## config.mk

```make
export PLATFORM = sky130hd
export DESIGN_NAME = ql_membank_cfg_loader_flat
export DESIGN_NICKNAME = d
export VERILOG_FILES = /design/src/rtl/ql_cfg_pkg.sv /design/src/rtl/ql_membank_cfg_loader_if.sv /design/src/rtl/ql_cfg_row_decoder.sv /design/src/rtl/ql_membank_cfg_loader.sv /design/src/flat_wrapper.sv
export SDC_FILE = /design/constraint.sdc
export NUM_CORES = 1
export LEC_CHECK = 0
export CORE_AREA = 8 8 367 369
export DETAILED_ROUTE_END_ITERATION = 7
export DIE_AREA = 0 0 375 377
export GPL_TIMING_DRIVEN = 0
export PLACE_DENSITY = 0.47
export SETUP_SLACK_MARGIN = 0.02
export SKIP_CTS_REPAIR_TIMING = 1
export SYNTH_ARGS = -nofsm -noshare
export SYNTH_HDL_FRONTEND = slang
export SYNTH_HIERARCHICAL = 1
export SYNTH_SLANG_ARGS = --single-unit
```

## constraint.sdc

```tcl
create_clock -name clk -period 5.5 [get_ports clk]
set_clock_uncertainty 0.2 [all_clocks]
set_input_delay 1.65 -clock clk [delete_from_list [all_inputs] [get_ports clk]]
set_output_delay 1.65 -clock clk [all_outputs]
set_load 0.03 [all_outputs]
```

## src/rtl/ql_cfg_pkg.sv

```systemverilog
// ----------------------------------------------------------------------------
// ql_cfg_pkg
// Shared definitions for the QL memory-bank configuration loader:
//   - cfg_state_e   : loader FSM states
//   - default widths: bit lines / word lines per config region, stream width,
//                     word-line pulse length
//   - words_per_row : stream words needed to fill one row of bit lines
// ----------------------------------------------------------------------------
package ql_cfg_pkg;

  typedef enum logic [2:0] {
    IDLE,
    LOAD,
    PULSE,
    SETTLE,
    DONE
  } cfg_state_e;

  localparam int unsigned DEFAULT_BL_WIDTH = 514;
  localparam int unsigned DEFAULT_WL_WIDTH = 407;
  localparam int unsigned DEFAULT_DATA_W   = 32;
  localparam int unsigned DEFAULT_WL_PULSE = 2;

  // Ceiling division: the last word of a row may be only partly used.
  function automatic int unsigned words_per_row(input int unsigned bl_width,
                                                input int unsigned data_w);
    return (bl_width + data_w - 1) / data_w;
  endfunction

endpackage

```

## src/rtl/ql_membank_cfg_loader_if.sv

```systemverilog
// ----------------------------------------------------------------------------
// ql_membank_cfg_loader_if
// Valid/ready bitstream word stream feeding the configuration loader.
//   s_valid : source has a word on s_data
//   s_ready : loader accepts the word this cycle
//   s_data  : bitstream word, bit i lands on bit line (word*DATA_W + i)
// Modports: master = bitstream source, slave = loader.
// ----------------------------------------------------------------------------
interface ql_membank_cfg_loader_if #(
  parameter int DATA_W = 32
);

  logic              s_valid;
  logic              s_ready;
  logic [DATA_W-1:0] s_data;

  modport master (
    output s_valid,
    output s_data,
    input  s_ready
  );

  modport slave (
    input  s_valid,
    input  s_data,
    output s_ready
  );

endinterface

```

## src/rtl/ql_cfg_row_decoder.sv

```systemverilog
// ----------------------------------------------------------------------------
// ql_cfg_row_decoder
// Turns the current row index into the word-line strobe.
//   row_idx : row being programmed
//   en      : strobe enable (high only while the row is being pulsed)
//   wl      : one-hot word lines when enabled, all zero otherwise
// ----------------------------------------------------------------------------
module ql_cfg_row_decoder #(
  parameter int WL_WIDTH = 407,
  parameter int ROW_W    = 9
) (
  input  logic [ROW_W-1:0]    row_idx,
  input  logic                en,
  output logic [0:WL_WIDTH-1] wl
);

  always_comb begin
    wl = '0;
    for (int i = 0; i < WL_WIDTH; i++) begin
      if (en && (row_idx == ROW_W'(i))) begin
        wl[i] = 1'b1;
      end
    end
  end

endmodule

```

## src/rtl/ql_membank_cfg_loader.sv

```systemverilog
// ----------------------------------------------------------------------------
// ql_membank_cfg_loader
// Programs a memory-bank config region row by row: collects WPR stream words
// into the bit-line register, strobes the row's word line for WL_PULSE cycles,
// idles one settle cycle with the word lines low, then moves to the next row.
//
// Ports
//   clk           : clock
//   global_resetn : asynchronous active-low reset
//   start         : one-cycle request to load all rows (honoured in IDLE/DONE)
//   stream        : bitstream word stream (slave side)
//   bl            : bit-line data for the current row
//   wl            : word-line strobe, one-hot during a pulse, else zero
//   row_idx       : row currently being loaded / pulsed
//   busy          : high while a load is in progress
//   done          : high once every row has been programmed
// ----------------------------------------------------------------------------
module ql_membank_cfg_loader
  import ql_cfg_pkg::*;
#(
  parameter int   BL_WIDTH = DEFAULT_BL_WIDTH,
  parameter int   WL_WIDTH = DEFAULT_WL_WIDTH,
  parameter int   DATA_W   = DEFAULT_DATA_W,
  parameter int   WL_PULSE = DEFAULT_WL_PULSE,
  localparam int  ROW_W    = (WL_WIDTH > 1) ? $clog2(WL_WIDTH) : 1
) (
  input  logic                clk,
  input  logic                global_resetn,
  input  logic                start,
  ql_membank_cfg_loader_if.slave stream,
  output logic [0:BL_WIDTH-1] bl,
  output logic [0:WL_WIDTH-1] wl,
  output logic [ROW_W-1:0]    row_idx,
  output logic                busy,
  output logic                done
);

  localparam int WPR    = words_per_row(BL_WIDTH, DATA_W);
  localparam int WCNT_W = (WPR > 1) ? $clog2(WPR) : 1;
  localparam int PCNT_W = (WL_PULSE > 1) ? $clog2(WL_PULSE) : 1;

  cfg_state_e        state;
  cfg_state_e        next_state;
  logic [WCNT_W-1:0] word_cnt;
  logic [PCNT_W-1:0] pulse_cnt;

  logic s_ready;
  logic wl_en;
  logic accept;
  logic last_word;
  logic last_pulse;
  logic last_row;

  assign stream.s_ready = s_ready;
  assign accept         = stream.s_valid & s_ready;
  assign last_word      = (word_cnt == WCNT_W'(WPR - 1));
  assign last_pulse     = (pulse_cnt == PCNT_W'(WL_PULSE - 1));
  assign last_row       = (row_idx == ROW_W'(WL_WIDTH - 1));

  // State register plus the row / word / pulse counters that advance with it.
  // NOTE: every register here uses <= so all of them update from the same
  // pre-edge values; blocking assignments would let later lines see new ones.
  always_ff @(posedge clk or negedge global_resetn) begin
    if (!global_resetn) begin
      state     <= IDLE;
      row_idx   <= '0;
      word_cnt  <= '0;
      pulse_cnt <= '0;
    end else begin
      state <= next_state;
      unique case (state)
        IDLE, DONE: begin
          if (start) begin
            row_idx  <= '0;
            word_cnt <= '0;
          end
        end
        LOAD: begin
          if (accept) begin
            word_cnt  <= last_word ? '0 : word_cnt + 1'b1;
            pulse_cnt <= '0;
          end
        end
        PULSE: begin
          pulse_cnt <= pulse_cnt + 1'b1;
        end
        SETTLE: begin
          // DONE keeps the last row index; a restart clears it.
          if (!last_row) begin
            row_idx <= row_idx + 1'b1;
          end
        end
        default: ;
      endcase
    end
  end

  // NOTE: next_state is given a default before the case so no path through
  // this block leaves it unassigned, which would otherwise infer a latch.
  always_comb begin
    next_state = state;
    unique case (state)
      IDLE, DONE: if (start)                 next_state = LOAD;
      LOAD:       if (accept && last_word)   next_state = PULSE;
      PULSE:      if (last_pulse)            next_state = SETTLE;
      SETTLE:     next_state = last_row ? DONE : LOAD;
      default:    next_state = IDLE;
    endcase
  end

  // Outputs decode the registered state only, so s_ready never depends on
  // s_valid in the same cycle.
  always_comb begin
    s_ready = 1'b0;
    wl_en   = 1'b0;
    busy    = 1'b0;
    done    = 1'b0;
    unique case (state)
      LOAD: begin
        s_ready = 1'b1;
        busy    = 1'b1;
      end
      PULSE: begin
        wl_en = 1'b1;
        busy  = 1'b1;
      end
      SETTLE:  busy = 1'b1;
      DONE:    done = 1'b1;
      default: ;
    endcase
  end

  // Bit-line register file: the accepted word lands in chunk word_cnt.
  // Bits of the last word that fall past BL_WIDTH-1 have no destination.
  // Writes happen only in LOAD, so bl is stable while any word line is high.
  // NOTE: bl is reset because it drives the fabric directly and must be a
  // known zero as soon as reset asserts; a pure data buffer would not need it.
  always_ff @(posedge clk or negedge global_resetn) begin
    if (!global_resetn) begin
      bl <= '0;
    end else if (accept) begin
      for (int b = 0; b < BL_WIDTH; b++) begin
        if (word_cnt == WCNT_W'(b / DATA_W)) begin
          bl[b] <= stream.s_data[b % DATA_W];
        end
      end
    end
  end

  ql_cfg_row_decoder #(
    .WL_WIDTH (WL_WIDTH),
    .ROW_W    (ROW_W)
  ) u_row_decoder (
    .row_idx (row_idx),
    .en      (wl_en),
    .wl      (wl)
  );

endmodule
```

## src/flat_wrapper.sv

```systemverilog
// flat-port wrapper written by rule: the top's interface ports become plain ports
module ql_membank_cfg_loader_flat import ql_cfg_pkg::*;
#(
  parameter int   BL_WIDTH = DEFAULT_BL_WIDTH,
  parameter int   WL_WIDTH = DEFAULT_WL_WIDTH,
  parameter int   DATA_W   = DEFAULT_DATA_W,
  parameter int   WL_PULSE = DEFAULT_WL_PULSE,
  localparam int  ROW_W    = (WL_WIDTH > 1) ? $clog2(WL_WIDTH) : 1
)
  (clk, global_resetn, start, bl, wl, row_idx, busy, done, stream_s_valid, stream_s_data, stream_s_ready);
  ql_membank_cfg_loader_if #(.DATA_W(DATA_W)) stream_i ();
  input  logic clk;
  input  logic global_resetn;
  input  logic start;
  output logic [0:BL_WIDTH-1] bl;
  output logic [0:WL_WIDTH-1] wl;
  output logic [ROW_W-1:0] row_idx;
  output logic busy;
  output logic done;
  input wire logic [$bits(stream_i.s_valid)-1:0] stream_s_valid;
  input wire logic [$bits(stream_i.s_data)-1:0] stream_s_data;
  output wire logic [$bits(stream_i.s_ready)-1:0] stream_s_ready;
  assign stream_i.s_valid = stream_s_valid;
  assign stream_i.s_data = stream_s_data;
  assign stream_s_ready = stream_i.s_ready;
  ql_membank_cfg_loader #(.BL_WIDTH(BL_WIDTH), .WL_WIDTH(WL_WIDTH), .DATA_W(DATA_W), .WL_PULSE(WL_PULSE)) u_core (.clk(clk), .global_resetn(global_resetn), .start(start), .stream(stream_i), .bl(bl), .wl(wl), .row_idx(row_idx), .busy(busy), .done(done));
endmodule
```

Word-level counts from Yosys, hierarchy flattened
Index checks and enable logic that the tools add are counted.
Widths: inputs -> output; s select.
{"block": "word_totals", "out_inout_bits": 933, "elab_cells": 1318, "reg_bits": 532, "inputBits": 36}
{"block": "op_classes", "add_sub_neg": 3, "bitwise_logic": 1, "reduce_logical": 437, "n_eq_ne": 431, "muxes": 425}
{"operator": "$eq 9x9->1 const B", "n": 151}
{"operator": "$eq 9x8->1 const B", "n": 128}
{"operator": "$eq 9x7->1 const B", "n": 64}
{"operator": "$mux 1", "n": 412}
{"operator": "$logic_and 1x1->1", "n": 408}
{"operator": "$eq 9x6->1 const B", "n": 32}
{"operator": "$eq 9x5->1 const B", "n": 16}
{"operator": "$eq 9x4->1 const B", "n": 8}
{"operator": "$eq 5x4->1 const B", "n": 8}
{"operator": "$eq 9x3->1 const B", "n": 4}
{"operator": "$reduce_and 2->1", "n": 18}
{"operator": "$eq 5x3->1 const B", "n": 4}
{"operator": "$eq 9x2->1 const B", "n": 2}
{"operator": "$mux 9", "n": 2}
{"operator": "$pmux 9 s2", "n": 1}
{"operator": "$mux 5", "n": 3}
{"operator": "$mux 3", "n": 4}
{"operator": "$pmux 3 s4", "n": 1}
{"operator": "$eq 5x2->1 const B", "n": 2}
{"operator": "$pmux 5 s2", "n": 1}
{"operator": "$add 9x1->9 const B", "n": 1}
{"operator": "$eq 9x1->1 const B", "n": 1}
{"operator": "$logic_not 9->1", "n": 1}
{"operator": "$reduce_and 3->1", "n": 3}
{"operator": "16 further kinds", "n": 22}

Longest topological paths before layout
{"block": "depth", "word_depth": 6, "mapped_depth": 9, "depth_no_buf": 5}

Hierarchy
Netlist, hierarchy kept.
{"mod": "ql_membank_cfg_loader", "instances": 1, "area_each_um2": 20389.6, "cells_per_inst": 1257, "seq_area_each_um2": 13312.8}
{"mod": "ql_cfg_row_decoder", "instances": 1, "area_each_um2": 3796.1, "cells_per_inst": 573, "seq_area_each_um2": 0.0}

Worst setup path after synthesis
OpenSTA, ideal clock, no wires.
{"block": "synth_timing", "path_type": "reg-to-output", "from": "register u_core.state[0]", "to": "output wl[144] (netlist name)", "required_ns": 3.650, "stages_incl_launch_ff": 10, "arrival_time_ns": 2.290, "slack_ns": 1.360, "n_path_buf": 4, "cell_sequence": "dfrtp_1 buf_4 nor2_1 nand2_1 inv_1 buf_2 or4b_1 buf_6 buf_6 nor3_1"}
{"block": "synth_between", "elab_chain_cells": 4}
{"item": "start, declared", "line": "ql_membank_cfg_loader.sv:42", "source": "cfg_state_e state;"}
{"item": "start signal, assigned", "line": "ql_membank_cfg_loader.sv:70", "source": "state <= next_state;"}
{"item": "$eq 3x2->1", "line": "ql_membank_cfg_loader.sv:118", "source": "unique case (state)"}
{"item": "$mux 1", "line": "ql_membank_cfg_loader.sv:118"}
{"item": "net u_core.wl_en", "line": "ql_membank_cfg_loader.sv:48", "source": "logic wl_en;"}
{"item": "$logic_and 1x1->1", "line": "ql_cfg_row_decoder.sv:20", "source": "if (en && (row_idx == ROW_W'(i))) begin"}
{"item": "$mux 1", "line": "ql_cfg_row_decoder.sv:20"}
{"item": "end, declared", "line": "flat_wrapper.sv:16", "source": "output logic [0:WL_WIDTH-1] wl;"}
The timed path passes the listed nets, and every way through them passes these cells.

Final worst setup path
{"block": "layout_timing", "from": "register u_core.state[0]", "to": "output wl[302] (netlist name)"}
Same word-level chain as after synthesis.

==> results.sh <==
export IMPL_outcome="finished clean"
export IMPL_p_leak_nw=17.3
export IMPL_die_y_um=377
export IMPL_antenna_found_initial=8
export IMPL_rows=132
export IMPL_grt_pass1_vias=20700
export IMPL_io_pins=969
export IMPL_clk_pin_slew_ps=50
export IMPL_min_delay_path_depth=1
export IMPL_clkSinkCount=532
export IMPL_ys_ff_latch=532
export IMPL_relSlewSlack_pct=18.5
export IMPL_dr_pass1_iters=5
export IMPL_fp_coreArea_mm2=0.129
export IMPL_rsz0062_at_grt="true"
export IMPL_reg2reg_depth=6
export IMPL_synthFlopType="dfrtp_1"
export IMPL_cts_buffers=68
export IMPL_final_area_mm2=0.0386
export IMPL_cap_violations=0
export IMPL_yosys_warnings=6
export IMPL_drt_iter0_drc=724
export IMPL_clockBufferDepth=3
export IMPL_synthCells=1830
export IMPL_min_path_type="reg2reg"
export IMPL_async_reset_ff_share_pct=100
export IMPL_synth_edf_count=0
export IMPL_synth_avg_cell_area_um2=13.2
export IMPL_cts_tree="yes"
export IMPL_h_tree_depth=3
export IMPL_period_minus_slack_ps=5380
export IMPL_syn_nets=1873
export IMPL_regToRegStartpoint="u_core/word_cnt[0]$_DFFE_PN0P_"
export IMPL_vias_per_cell=4.25
export IMPL_slowest_stage="clkdlybuf4s50_1"
export IMPL_portBuffers=968
export IMPL_end_kind="primary output"
export IMPL_dr_total_vias=19600
export IMPL_syn_to_final_growth_pct=59.8
export IMPL_clock_fmax_ghz=0.186
export IMPL_crit_path_cell_trace="buf_4, nor2_1, nand2_1, inv_1, buf_2, nand4_2, clkbuf_1, nor3_2, clkdlybuf4s50_1"
export IMPL_max_stage_delay_ps=780
export IMPL_synthesis_area_mm2=0.0242
export IMPL_die_x_um=375
export IMPL_place_hpwl_mm=102
export IMPL_arrival_ps=3530
export IMPL_clk_latency_ps=630
export IMPL_r2r_slack_ps=2090
export IMPL_holdWs_ps=282
export IMPL_synth_seq_area_share_pct=55.0
export IMPL_cts_root_buf="clkbuf_16"
export IMPL_drive_gt1_share_pct=28.9
export IMPL_setup_violations_final=0
export IMPL_fp_dieArea_mm2=0.141
export IMPL_grt_pass1_wl_mm=177
export IMPL_routedWlPerCell_um=28.0
export IMPL_grt_use_total_pct=17.5
export IMPL_path_class="reg2out"
export IMPL_synthTopCellsByCount="dfrtp_1 (532), mux2_2 (461), nor3_1 (252)"
export IMPL_start_util_pct=18.8
export IMPL_nets=2919
export IMPL_fin_crit_sh_pct=97.8
export IMPL_synth_area_leader_cell="dfrtp_1"
export IMPL_route_antenna_remaining_nets=0
export IMPL_tightestPinTransition_ps=1220
export IMPL_ir_drop_mv=0.308
export IMPL_slew_violations=0
export IMPL_yosysMostFrequentCell="dfrtp_1"
export IMPL_path_max_fanout=10
export IMPL_grt_max_degree=111
export IMPL_gr_total_overflow=0
export IMPL_drc=0
export IMPL_holdPathEnd="u_core/bl[49]$_DFFE_PN0P_"
export IMPL_rr_endpoint="u_core/bl[507]$_DFFE_PN0P_"
export IMPL_synth_area_leaders="dfrtp_1 (55%), mux2_2 (21%), nor3_2 (6.5%)"
export IMPL_synth_top_area_share_pct=55.0
export IMPL_place_gp_congestion=0.822
export IMPL_critPathRequiredTime_ps=3650
export IMPL_powerDensity_mw_per_mm2=574
export IMPL_wl_mm=129
export IMPL_finalSetupTns_ps=0
export IMPL_placed_cell_area_mm2=0.0361
export IMPL_finalHoldViolCount=0
export IMPL_synth_cell_types=48
export IMPL_hold_path_startpoint="u_core/bl[49]$_DFFE_PN0P_"
export IMPL_start_kind="flop"
-- per-stage QoR --
| step | setup slack, ps | utilization [%] | std cells | power (W) |
|---|---|---|---|---|
| final | 122 | 30.0 | 4607 | 0.0222 |
| after CTS | -381 | 29.7 | 4596 | 0.0226 |
| after global routing | -203 | 30.0 | 4600 | 0.0233 |
| after floorplan | 1360 | - | 1830 | 0.0126 |
| after global placement | -24030 | 28.0 | 4473 | 0.0181 |
| after detailed placement | 385 | 28.1 | 4478 | 0.0181 |
-- flip-flops by register name (all words and copies together), names as in the netlist --
| signal | flops |
|---|---|
| u_core/bl | 514 |
| u_core/state | 3 |
| u_core/word_cnt | 5 |
| u_core/last_pulse | 1 |
| u_core/row_idx | 9 |
-- critical path: cells and delay by family, from the launching register on --
kind / cells / cell delay, ps
flip-flops: 1 / 360
AND/OR/NAND/NOR: 4 / 850
buffers and inverters: 5 / 1690
-- layout by cell type, fill, tap and decap left out, types with 4 or more instances in the layout --
master / netlist / routed
nor3_2: 156 / 158
dfrtp_1: 532 / 532
inv_1: 8 / 8
mux2i_1: 4 / 4
a31oi_1: 5 / 5
nand3_1: 6 / 6
buf_16: 0 / 5
ha_1: 7 / 7
clkbuf_1: 93 / 108
clkbuf_2: 0 / 14
nor2_1: 6 / 6
and4_1: 5 / 5
nand2_1: 23 / 23
nor3_1: 252 / 250
or4b_1: 5 / 5
nand4_1: 5 / 5
buf_1: 39 / 29
nand3_2: 5 / 5
clkinv_2: 1 / 7
o21ai_0: 10 / 10
nand4bb_1: 9 / 9
nand2b_1: 5 / 5
buf_2: 56 / 59
dlymetal6s2s_1: 0 / 130
inv_6: 0 / 4
nand4b_1: 6 / 6
mux2_1: 53 / 53
mux2_2: 461 / 461
clkdlybuf4s50_1: 0 / 837
buf_4: 4 / 7
clkbuf_16: 0 / 69
buf_6: 33 / 33
nor2b_1: 5 / 5
diode_2: 0 / 8
clkbuf_8: 0 / 11
and3_1: 8 / 8
-- cell type report --
type / count / area (µm²)
repair buffers: 976 / 10200
clock inverters: 16 / 173
diodes: 8 / 20.0
fillers: 13400 / 90000
well taps: 1675 / 2100
inverters: 9 / 35.0
flip-flops and latches: 532 / 13300
multi-input cells: 1061 / 9610
clock buffers: 102 / 1960
plain buffers: 228 / 1260
-- routing by layer --
metal | track usage (%) | vias up | part of all wire [%]
li1 | - | 8623 | -
met5 | 0 | - | 0.012
met3 | 6.77 | 177 | 8.7
met1 | 18.3 | 10000 | 36
met4 | 5.66 | 2 | 3.7
met2 | 32.2 | 746 | 51
-- worst max-delay path by stage --
stage                                     start                    endpoint  slack (ps)  depth (start not counted)
detailed placement  u_core/state[0]$_DFFE_PN0P_                       wl[9]         380                         10
global route        u_core/state[0]$_DFFE_PN0P_                     wl[315]        -200                          9
finish              u_core/state[0]$_DFFE_PN0P_                     wl[302]         120                          9
floorplan           u_core/state[0]$_DFFE_PN0P_                     wl[144]        1360                          9
global placement                  global_resetn  u_core/bl[510]$_DFFE_PN0P_      -24030                          1
CTS                 u_core/state[0]$_DFFE_PN0P_                       wl[9]        -380                         10
-- cell families (layout without fill, tap and decap cells) --
group           after synthesis  in the layout  share of synthesized area (%)
compound gates               28             28                          0.719
xor+xnor                      1              1                         0.0362
fa+ha+maj                     7              7                          0.362
buf+inv                     237           1331                           5.26
flops                       532            532                           55.0
mux                         518            518                           24.1
other cells                   0              8                              0
simple gates                507            507                           14.5
-- power by group --
group	internal [W]	total, W	switching (W)
sequential	0.00564	0.00656	0.000915
clock	0.00248	0.00429	0.00180
combinational	0.00452	0.0113	0.00683
No activity file was read; power rests on OpenSTA's default activity.
